### src/rtl/reg_write_arb.sv
// Arbitrates the single GRF write port between the W stage and a 2-entry long-latency queue.
// Grant is combinational; queued writes land the cycle after enqueue at earliest; mdReady drops when full.
module reg_write_arb #(
    parameter int STARVE_LIMIT = 3
) (
    input  logic        clk,
    input  logic        reset,
    input  logic        wbEn,
    input  logic [4:0]  wbAddr,
    input  logic [31:0] wbData,
    input  logic        mdValid,
    input  logic [4:0]  mdAddr,
    input  logic [31:0] mdData,
    output logic        mdReady,
    output logic        grfWE,
    output logic [4:0]  grfAddr,
    output logic [31:0] grfData,
    output logic        stallReq,
    output logic [31:0] pendMask
);

    logic [4:0]  q_addr0, q_addr1;
    logic [31:0] q_data0, q_data1;
    logic [1:0]  count;
    logic [2:0]  waitCnt;

    logic        has_head;
    logic        wb_take;
    logic        grant_fifo;
    logic        supersede;
    logic        pop;
    logic        enq;
    logic [1:0]  base;
    logic [1:0]  count_nxt;

    always_comb begin
        has_head   = (count != 2'd0);
        mdReady    = (count < 2'd2);
        // A frozen W stage re-presents its write later, so it never competes here.
        wb_take    = wbEn && !stallReq && (wbAddr != 5'd0);
        grant_fifo = has_head && !wb_take;
        supersede  = wb_take && has_head && (q_addr0 == wbAddr);
        pop        = grant_fifo || supersede;
        enq        = mdValid && mdReady && (mdAddr != 5'd0);
        base       = count - {1'b0, pop};
        count_nxt  = base + {1'b0, enq};

        grfWE   = 1'b0;
        grfAddr = 5'd0;
        grfData = 32'd0;
        if (wb_take) begin
            grfWE   = 1'b1;
            grfAddr = wbAddr;
            grfData = wbData;
        end else if (grant_fifo) begin
            grfWE   = 1'b1;
            grfAddr = q_addr0;
            grfData = q_data0;
        end

        pendMask = 32'd0;
        if (count >= 2'd1) pendMask = pendMask | (32'd1 << q_addr0);
        if (count == 2'd2) pendMask = pendMask | (32'd1 << q_addr1);
    end

    always_ff @(posedge clk) begin
        if (reset) begin
            count    <= 2'd0;
            waitCnt  <= 3'd0;
            stallReq <= 1'b0;
            q_addr0  <= 5'd0;
            q_addr1  <= 5'd0;
            q_data0  <= 32'd0;
            q_data1  <= 32'd0;
        end else begin
            if (pop) begin
                q_addr0 <= q_addr1;
                q_data0 <= q_data1;
            end
            // New entry goes to the first free slot after any pop; later NBA wins over the shift.
            if (enq) begin
                if (base == 2'd0) begin
                    q_addr0 <= mdAddr;
                    q_data0 <= mdData;
                end else begin
                    q_addr1 <= mdAddr;
                    q_data1 <= mdData;
                end
            end
            count <= count_nxt;

            if (!has_head || pop)
                waitCnt <= 3'd0;
            else if (waitCnt != 3'd7)
                waitCnt <= waitCnt + 3'd1;

            if (grant_fifo)
                stallReq <= 1'b0;
            else if (has_head && !pop && (waitCnt == 3'(STARVE_LIMIT)))
                stallReq <= 1'b1;
        end
    end

endmodule

### config.mk
export PLATFORM = sky130hd
export DESIGN_NAME = reg_write_arb
export DESIGN_NICKNAME = d
export VERILOG_FILES = /design/src/rtl/reg_write_arb.sv
export SDC_FILE = /design/constraint.sdc
export NUM_CORES = 1
export LEC_CHECK = 0
export BUFFER_PORTS_ARGS = -buffer_cell sky130_fd_sc_hd__buf_2
export CORE_MARGIN = 2
export CORE_UTILIZATION = 53
export DETAILED_ROUTE_END_ITERATION = 12
export MAX_ROUTING_LAYER = met4
export PLACE_DENSITY = 0.85
export RECOVER_POWER = 100
export SLEW_MARGIN = 20
export SYNTH_ARGS = -nofsm -noshare
export SYNTH_HDL_FRONTEND = slang
export SYNTH_SLANG_ARGS = --single-unit
### constraint.sdc
create_clock -name clk -period 6.4 [get_ports clk]
set_input_delay 0.32 -clock clk [delete_from_list [all_inputs] [get_ports clk]]
set_output_delay 0.32 -clock clk [all_outputs]
set_load 0.01 [all_outputs]
# == Word level (Yosys, flattened, before mapping) ==
# Cells that the tools add are included.
# totals
register_bits,80
# classes
shift,2
n_lt_le_gt_ge,2
n_mux,14
n_eq_ne,4
bitwise,2
reduce_logical,22
add_sub_neg,3
# op_table
cell,n
32-bit two-way mux,7
"1-bit by 5-bit left shift with 32-bit output, first input constant",2
32-bit bitwise OR,1
5-bit two-way mux,5
5-bit nonzero test,2
1-bit logical AND,9
5-bit equality test,1
1-bit zero test,4
2-bit OR reduction,2
"3-bit by 1-bit adder with 3-bit output, second input constant",1
"3-bit by 2-bit equality test with 1-bit output, second input constant",1
"3-bit != test, second input constant",1
2-bit by 1-bit adder with 2-bit output,1
"2-bit equality test, second input constant",1
"2-bit by 1-bit >= comparator with 1-bit output, second input constant",1
2-bit zero test,1
1-bit logical OR,2
"2-bit less-than comparator, second input constant",1
1-bit two-way mux,2
2-bit AND reduction,1
2-bit nonzero test,1
2-bit by 1-bit subtractor with 2-bit output,1
1-bit inverter,1

# == Logic depth before layout (Yosys ltp) ==
# Gate-level depths: netlist of run 1.
# logic_depth
depth_word,10
depth_mapped,12
mapped_depth_nobuf,9

# == Worst setup path before layout of run 1 ==
# OpenSTA, ideal clock, no wires.
# synth_path
kind,in2reg
start,input port wbAddr[0]
end,register q_addr1[4]
setup_slack_ns,3.510
setup_ns,0.128
arrival_time_ns,2.763
path_stages,12
required_ns,6.272
cell_sequence,or4_1 > o21a_1 > buf_4 > o22ai_4 > buf_6 > ha_1 > inv_1 > and2_1 > buf_2 > buf_2 > mux2i_1 > nor2_1
# synth_between
elab_chain_len,9
# synth_rtl
element,line,text
"start, declared",9,"input logic [4:0] wbAddr,"
5-bit nonzero test,40,wb_take = wbEn && !stallReq && (wbAddr != 5'd0);
1-bit logical AND,40,
1-bit zero test or 1-bit logical AND (tied branches),"41, 42",
"1-bit logical AND, on equally long branches","41, 42",
1-bit logical OR (*),43,pop = grant_fifo || supersede;
2-bit by 1-bit subtractor with 2-bit output (*),45,"base = count - {1'b0, pop};"
2-bit zero test (*),82,if (base == 2'd0) begin
1-bit inverter (no line) (*),--,
2-bit AND reduction (no line) (*),--,
"end signal, assigned",86,q_addr1 <= mdAddr;
"end, declared",22,"logic [4:0] q_addr0, q_addr1;"
# Every way passes the cells marked *; elsewhere a longest branch is shown, timed or not.
# A chain may end at the register's enable or synchronous reset.

# == Worst setup path after layout of run 1 ==
# layout_path
start,register stallReq
end,register q_data0[1]
# layout_between
elab_chain_len,10
# layout_rtl
element,line,text
"start, declared",18,"output logic stallReq,"
"start signal, assigned",70,stallReq <= 1'b0;
"start signal, assigned",98,stallReq <= 1'b0;
"start signal, assigned",100,stallReq <= 1'b1;
1-bit zero test (*),40,
1-bit logical AND (*) (2 in a row),40,
1-bit zero test or 1-bit logical AND (tied branches),"41, 42",
"1-bit logical AND, on equally long branches","41, 42",
1-bit logical OR (*),43,
2-bit by 1-bit subtractor with 2-bit output,45,
2-bit zero test,82,
32-bit two-way mux,82,
32-bit two-way mux (*),81,if (enq) begin
"end signal, assigned",78,q_data0 <= q_data1;
"end signal, assigned",84,q_data0 <= mdData;
"end, declared",23,"logic [31:0] q_data0, q_data1;"
# Marks and branches as above.

==> results.yml, run 1 <==
clocking:
  postCtsSetupRepairBufs: 0
  clk_pin_slew_ns: 0.08
  cts_max_level: 3
  cts.path.max_buffers: 2
  cts_resized: 0
  cts_root_buf: "clkbuf_8"
  numClockSinks: 80
  ctsHoldBuffers: 0
  clkLatencyLatePin_ns: 0.34
  cts_tree: "built"
  cts_buffers: 9
global_route:
  grt_pass1_vias: 3520
  antenna_found_initial: 1
  grt-ovfl-total: 0
  grt_pass1_wl_um: 16400
  grt_max_degree: 46
  grt_usage_pct: 24.8
power_and_ir_drop:
  vdd.ir_drop.worst_v: 0.000180
  p_per_area_nw_per_um2: 355
  p_leak_nw: 1.79
hold_path:
  hp-start: "mdData[4]"
  min_path_type: "in -> reg"
  min_to: "q_data0[4]"
  hold_depth: 2
finish:
  drive_above_1_share_pct: 18.7
  fillers: 658
  syn2layout_area_growth_pct: 21.0
  multiInputGateArea_um2: 2240
  design_area_um2: 4860
  layout.nets: 624
  layout_commonest_cell: "dfxtp_1"
  final_cell_mix: "80 x dfxtp_1, 78 x buf_2, 75 x mux2i_1, 75 x clkbuf_1, 45 x nor2_1"
  ff_latch_area_um2: 1600
  fin_cells: 646
run_status:
  status: "complete, but fails checks"
  violations: "max-capacitance violations, max-slew violations"
drt:
  post_drt_wl_per_cell_um: 15.9
  first_pass_iters: 5
  drt_iter0_drc: 152
  antenna_left: 0
  drc: 0
  wl_um: 10300
  route.vias.total: 3675
  vias_per_cell: 5.69
floorplan:
  ios: 150
  rows: 31
  initial_utilization_pct: 55.0
  chipWidth_um: 91.0
  die_area_um2: 8280
  core-area_um2: 7290
  die_y_um: 91.0
synthesis:
  yosys_warnings: 0
  syn-num-nets: 494
  syn_inst: 411
  syn_area_per_cell_um2: 9.76
  synth_top_area_share_pct: 39.9
  ys_seq_area_share_pct: 39.9
  synth_cell_types: 34
  synth_area_um2: 4010
  synth_seq_cells: 80
  synth_top_area_cell: "dfxtp_1"
  synthTopCellsByArea: "dfxtp_1 40%, mux2i_1 19%, o2bb2ai_1 8.1%"
run:
  maxCapViolations: 1
setup_path:
  worstSetupEndpointType: "register"
  arrival_ns: 4.07
  r2r_slack_ns: 2.55
  timing.rr.start: "stallReq"
  startpoint: "stallReq"
  r2r.worst_path.cells: 9
  cp_max_fo: 36
  worstSetupPathType: "reg -> reg"
  required_ns: 6.62
  timing.rr.end: "q_data0[1]"
  crit_path_start_kind: "register"
place:
  gp_congestion: 0.890
  place_inst: 629
  place_area_um2: 4760
  dp_worst_setup_slack_ns: 3.32
  portBuffers: 149
  hpwl_um: 7010
sta:
  max_slew_margin_pct: -20.6
  hold_violations: 0
  setup_ws_ns: 2.55
  fin_tns_setup_ns: 0
  fmax_ghz: 0.260
  post-route-period-util_pct: 60.2
  setup_viol: 0
  skew_ns: 0.00621
  finalCriticalPeriod_ns: 3.85
  rsz0062_at_grt: "no"
  whs_ns: 0.191
  tightestPinTransition_ns: 1.81
  maxSlewViolCount: 37
-- sequential cells by signal (all words and copies together) (netlist names) --
register / flops
count: 2
q_addr0: 5
q_addr1: 5
q_data0: 32
q_data1: 32
stallReq: 1
waitCnt: 3
-- synthesized netlist by cell type, drive strengths merged --
| cell type | n |
|---|---|
| buf | 15 |
| xnor2 | 5 |
| nand3 | 5 |
| o311a | 1 |
| or2 | 3 |
| and3 | 1 |
| or4 | 2 |
| nand2b | 9 |
| nor3b | 1 |
| nand2 | 12 |
| o21a | 2 |
| o22ai | 33 |
| a21oi | 1 |
| nor3 | 1 |
| xor2 | 3 |
| ha | 5 |
| clkbuf | 19 |
| nor2 | 47 |
| nor2b | 5 |
| or3 | 2 |
| and2 | 1 |
| o2bb2ai | 37 |
| dfxtp | 80 |
| mux2i | 75 |
| nor4 | 3 |
| mux2 | 1 |
| inv | 4 |
| nand3b | 2 |
| a22o | 36 |
-- cell families (layout without fill, tap and decap cells) --
kind of cell | count (synthesis) | count (layout) | share of synthesized area [%]
compound gates | 110 | 110 | 22.2
simple gates | 94 | 94 | 11.0
flops | 80 | 80 | 39.9
mux | 76 | 76 | 19.0
buf+inv | 38 | 173 | 4.61
xor+xnor | 8 | 8 | 1.75
fa+ha+maj | 5 | 5 | 1.56
other cells | 0 | 1 | 0
-- final cells by class --
| class | count | area share [%] |
|---|---|---|
| multi-input cells | 293 | 46.1 |
| flip-flops and latches | 80 | 33.0 |
| repair buffers | 153 | 14.1 |
| clock buffers | 12 | 2.78 |
| well taps | 99 | 2.55 |
| clock inverters | 4 | 1.11 |
| inverters | 4 | 0.309 |
| diodes | 1 | 0.0515 |
-- report_power, final --
part,switching (mW),internal [mW]
registers,0.0972,0.624
logic,0.369,0.277
clock network,0.175,0.182
total,0.641,1.08
-- worst max path at each step --
stage / to / slack (ns) / cells past startpoint
2_1_floorplan: q_addr1[4] / 3.51 / 12
3_3_place_gp: q_data1[14] / 3.05 / 10
3_5_place_dp: q_data1[18] / 3.32 / 10
4_1_cts: q_data0[8] / 3.52 / 9
5_1_grt: q_addr0[4] / 2.16 / 9
6_report: q_data0[1] / 2.55 / 9
-- worst max-delay path, cell delays in order (launching register included) --
cell and delay [ns]:
dfxtp_1 0.33, nor2b_1 0.29, o21a_1 0.18, clkbuf_1 1.30
o22ai_4 0.17, ha_1 0.36, nand2_1 0.11, nand2b_1 0.44
buf_4 0.40, o2bb2ai_1 0.12
-- layer usage --
metal / share of wire (%) / wire length (um) / vias up / track usage (%)
met5: 0 / 0 / - / -
li1: - / - / 1804 / -
met4: 1.0 / 106 / 0 / 8.08
met2: 49 / 5030 / 155 / 42.2
met3: 7.4 / 757 / 10 / 5.73
met1: 43 / 4360 / 1706 / 28.9
-- metrics by stage --
stage | utilization [%] | total power [mW]
after floorplan | - | 1.21
after global placement | 65.2 | 1.36
after detailed placement | 65.2 | 1.39
after CTS | 67.8 | 1.74
after global routing | 66.6 | 1.83
final | 66.6 | 1.72
No activity file was read; power rests on OpenSTA's default activity.
==> run 2: changes to the inputs <==
--- a/config.mk
+++ b/config.mk
@@ -7,10 +7,10 @@
 export LEC_CHECK = 0
 export BUFFER_PORTS_ARGS = -buffer_cell sky130_fd_sc_hd__buf_2
 export CORE_MARGIN = 2
-export CORE_UTILIZATION = 53
+export CORE_UTILIZATION = 45
 export DETAILED_ROUTE_END_ITERATION = 12
 export MAX_ROUTING_LAYER = met4
-export PLACE_DENSITY = 0.85
+export PLACE_DENSITY = 0.77
 export RECOVER_POWER = 100
 export SLEW_MARGIN = 20
 export SYNTH_ARGS = -nofsm -noshare
==> constraint.sdc (replaced) <==
create_clock -name clk -period 3.1 [get_ports clk]
set_input_delay 0.155 -clock clk [delete_from_list [all_inputs] [get_ports clk]]
set_output_delay 0.155 -clock clk [all_outputs]
set_load 0.01 [all_outputs]
==> results.yml, run 2 (same netlist as run 1, synthesis figures left out) <==
run_status:
  status: "finished clean"
global_route:
  grt-ovfl-total: 0
  grt_max_degree: 42
  antenna_found_initial: 0
  grt_pass1_wl_um: 17000
  grt_usage_pct: 22.0
  grt_pass1_vias: 3455
sta:
  post-route-period-util_pct: 87.4
  setup_viol: 0
  whs_ns: 0.0312
  finalCriticalPeriod_ns: 2.71
  fmax_ghz: 0.369
  fin_tns_setup_ns: 0
  setup_ws_ns: 0.390
  skew_ns: 0.0114
  rsz0062_at_grt: "no"
  max_slew_margin_pct: 7.91
  hold_violations: 0
  tightestPinTransition_ns: 1.38
  maxSlewViolCount: 0
setup_path:
  worstSetupPathType: "reg -> reg"
  r2r_slack_ns: 0.39
  required_ns: 3.32
  timing.rr.start: "q_addr0[2]"
  crit_path_start_kind: "register"
  slowest_delay_ns: 1.05
  cp.buffers_inverters: 1
  cp_cell_sequence: "xor2_1, or3_1, o22ai_4, clkbuf_2, mux2i_1, o2bb2ai_1"
  worstSetupEndpointType: "register"
  cp_max_fo: 41
  crit_family: "buffers and inverters"
  arrival_ns: 2.93
  startpoint: "q_addr0[2]"
  cp_slowest_cell: "clkbuf_2"
floorplan:
  initial_utilization_pct: 46.2
  core-area_um2: 8680
  chipWidth_um: 98.4
  die_area_um2: 9690
  die_y_um: 98.4
  rows: 34
  ios: 150
clocking:
  postCtsSetupRepairBufs: 0
  cts_tree: "built"
  ctsHoldBuffers: 0
  cts_buffers: 9
  cts_resized: 0
  clk_pin_slew_ns: 0.09
  numClockSinks: 80
  cts.path.max_buffers: 2
  clkLatencyLatePin_ns: 0.34
  cts_max_level: 3
  cts_root_buf: "clkbuf_8"
place:
  place_inst: 642
  gp_congestion: 0.920
  dp_worst_setup_slack_ns: 0.617
  hpwl_um: 7490
  portBuffers: 149
hold_path:
  hp-start: "mdData[5]"
  min_path_type: "in -> reg"
run:
  maxCapViolations: 0
finish:
  fin_cells: 658
  antennaDiodeCount: 0
  drive_above_1_share_pct: 20.4
  layout.nets: 628
  layout_commonest_cell: "buf_2"
  final_cell_mix: "81 x buf_2, 80 x dfxtp_1, 75 x mux2i_1"
  syn2layout_area_growth_pct: 23.0
  reg_top3: "q_data0: 32 flops, q_data1: 32 flops"
drt:
  post_drt_wl_per_cell_um: 16.5
  drc: 0
  first_pass_iters: 4
  route.vias.total: 3684
  antenna_left: 0
  vias_per_cell: 5.60
  wl_um: 10800
  drt_iter0_drc: 180
power_and_ir_drop:
  vdd.ir_drop.worst_v: 0.000463
  p_leak_nw: 1.84
  p_per_area_nw_per_um2: 742
-- run 2: metrics by stage --
step | instance area (um2) | util (%) | total power [mW]
after floorplan | 4010 | - | 2.50
after global placement | 4830 | 55.7 | 2.87
after detailed placement | 4830 | 55.7 | 2.92
after CTS | 5040 | 58.1 | 3.70
after global routing | 4930 | 56.9 | 3.87
final | 4930 | 56.9 | 3.66
-- run 2: where the power goes --
group | switching (mW) | internal, mW
clock network | 0.379 | 0.401
logic | 0.783 | 0.613
registers | 0.195 | 1.29
-- run 2: worst paths after layout --
check	endpoint	cells past startpoint
worst max-delay path	q_data0[15]	6
worst min-delay path	q_data0[5]	2
worst max register to register	q_data0[15]	6
worst min register to register	q_data1[27]	2
-- run 2: routing by layer --
| metal | GRT usage (%) | vias to the layer above | wire, um |
|---|---|---|---|
| li1 | - | 1808 | - |
| met1 | 27.9 | 1733 | 4990 |
| met2 | 36.7 | 130 | 5160 |
| met3 | 4.40 | 13 | 582 |
| met4 | 4.74 | 0 | 106 |
| met5 | - | - | 0 |
-- run 2: layout make-up --
cell class	count	area, um2
fillers	833	3740
multi-input cells	293	2230
flip-flops and latches	80	1600
repair buffers	157	743
clock buffers	11	141
well taps	108	135
clock inverters	5	63.8
inverters	4	15.0
==> run 3: changes to the inputs <==
--- a/config.mk
+++ b/config.mk
@@ -6,11 +6,13 @@
 export NUM_CORES = 1
 export LEC_CHECK = 0
 export BUFFER_PORTS_ARGS = -buffer_cell sky130_fd_sc_hd__buf_2
+export CELL_PAD_IN_SITES_DETAIL_PLACEMENT = 1
+export CELL_PAD_IN_SITES_GLOBAL_PLACEMENT = 1
 export CORE_MARGIN = 2
-export CORE_UTILIZATION = 45
+export CORE_UTILIZATION = 33
 export DETAILED_ROUTE_END_ITERATION = 12
 export MAX_ROUTING_LAYER = met4
-export PLACE_DENSITY = 0.77
+export PLACE_DENSITY_LB_ADDON = 0.1
 export RECOVER_POWER = 100
 export SLEW_MARGIN = 20
 export SYNTH_ARGS = -nofsm -noshare
==> results.yml, run 3 (same netlist as run 1, synthesis figures left out) <==
floorplan:
  initial_utilization_pct: 33.5
  rows: 40
  core-area_um2: 12000
  die_y_um: 114
  die_area_um2: 13100
  chipWidth_um: 114
  ios: 150
clocking:
  postCtsSetupRepairBufs: 0
  cts_root_buf: "clkbuf_16"
  clk_pin_slew_ns: 0.06
  cts_resized: 0
  ctsHoldBuffers: 0
  cts.path.max_buffers: 2
  clkLatencyLatePin_ns: 0.33
  cts_max_level: 3
  cts_tree: "built"
  cts_buffers: 9
  numClockSinks: 80
power_and_ir_drop:
  vdd.ir_drop.worst_v: 0.000312
  p_int_mw: 2.43
  p_per_area_nw_per_um2: 764
  power.switching_mw: 1.41
  power.share.clock_pct: 25.1
  comb_power_share_pct: 36.4
  switching_share_pct: 36.8
  p_leak_nw: 1.87
  p_seq_share_pct: 38.5
sta:
  hold_violations: 0
  setup_viol: 0
  maxSlewViolCount: 0
  fmax_ghz: 0.375
  max_slew_margin_pct: 30.5
  finalCriticalPeriod_ns: 2.67
  skew_ns: 0.00930
  rsz0062_at_grt: "no"
  tightestPinTransition_ns: 1.04
  whs_ns: 0.0388
  fin_tns_setup_ns: 0
  post-route-period-util_pct: 86.0
global_route:
  grt_pass1_wl_um: 19300
  grt_usage_pct: 19.4
  antenna_found_initial: 0
  grt_max_degree: 44
  grt-ovfl-total: 0
  grt_pass1_vias: 3763
hold_path:
  min_path_type: "in -> reg"
  hold_depth: 2
  hp-start: "mdData[12]"
  min_to: "q_data0[12]"
drt:
  drc: 0
  route.vias.total: 3741
  wl_um: 12500
  antenna_left: 0
  drt_iter0_drc: 158
  first_pass_iters: 4
  post_drt_wl_per_cell_um: 17.8
  vias_per_cell: 5.34
place:
  portBuffers: 149
  gp_congestion: 0.802
  place_inst: 684
  place_area_um2: 4870
  hpwl_um: 8640
setup_path:
  timing.rr.end: "q_data1[18]"
  crit_path_start_kind: "register"
  worstSetupPathType: "reg -> reg"
  cp_max_fo: 11
  arrival_ns: 2.87
  required_ns: 3.30
  r2r_slack_ns: 0.43
  timing.rr.start: "q_addr0[2]"
  r2r.worst_path.cells: 9
  worstSetupEndpointType: "register"
finish:
  multiInputGateArea_um2: 2220
  reg_top3: "q_data0: 32 flops, q_data1: 32 flops"
  design_area_um2: 5030
  layout.nets: 631
  fin_cells: 700
  final_cell_mix: "80 x dfxtp_1, 80 x buf_2, 75 x mux2i_1"
  drive_above_1_share_pct: 20.1
  ff_latch_area_um2: 1600
  antennaDiodeCount: 0
  fillers: 1434
  syn2layout_area_growth_pct: 25.3
run:
  maxCapViolations: 0
run_status:
  status: "finished clean"
==> run 3: cell types whose count changed in the layout (fill, tap and decap cells not counted), sizes merged <==
cell / change
buf: +3
bufinv: -1
clkbuf: +1
==> run 3: layer usage <==
metal  global-route usage (%)  wire (um)  vias to the layer above
met5                        -          0                        -
met4                     6.59        131                        0
met3                     3.34        505                       11
met2                     32.4       6100                       90
met1                     23.8       5710                     1823
li1                         -          -                     1817
==> run 3: worst max path at each step <==
| stage | cells after the start | startpoint | to | slack (ns) |
|---|---|---|---|---|
| floorplan | 12 | wbAddr[0] | q_addr1[4] | 0.37 |
| global placement | 10 | wbAddr[0] | q_data1[14] | 0.53 |
| detailed placement | 10 | wbAddr[0] | q_data1[6] | 0.51 |
| CTS | 7 | stallReq | grfData[13] | 0.58 |
| global route | 9 | count[0] | q_data1[24] | 0.23 |
| finish | 9 | q_addr0[2] | q_data1[18] | 0.43 |
==> run 3: layout make-up <==
cell class | instances | share of cell area (%)
multi-input combinational | 293 | 44.2
sequential | 80 | 31.9
timing repair buffer | 160 | 14.7
clock buffer | 12 | 4.70
tap | 147 | 3.66
clock inverter | 4 | 0.597
inverter | 4 | 0.299
==> run 3: power by group through the flow <==
stage          clock (mW)  combinational (mW)  sequential (mW)
2_1_floorplan           0                1.08             1.42
5_1_grt              1.03                1.54             1.51
4_1_cts             0.999                1.47             1.48
3_5_place_dp            0                1.46             1.50
6_report            0.963                1.40             1.48
3_3_place_gp            0                1.42             1.49
==> run 3: critical path, stage by stage, from the launching register on <==
cell,delay [ns]
dfxtp_1,0.33
xor2_1,0.16
or3_1,0.36
o22ai_1,0.17
ha_1,0.27
inv_1,0.09
and2_2,0.15
clkbuf_1,0.68
mux2i_1,0.29
nor2_1,0.05
==> run 3: stage by stage <==
stage | utilization (%) | worst slack [ns] | power, mW
global placement | 40.7 | 0.533 | 2.91
detailed placement | 40.7 | 0.508 | 2.96
floorplan | - | 0.375 | 2.50
finish | 42.0 | 0.435 | 3.84
global route | 42.0 | 0.235 | 4.09
CTS | 43.0 | 0.580 | 3.95
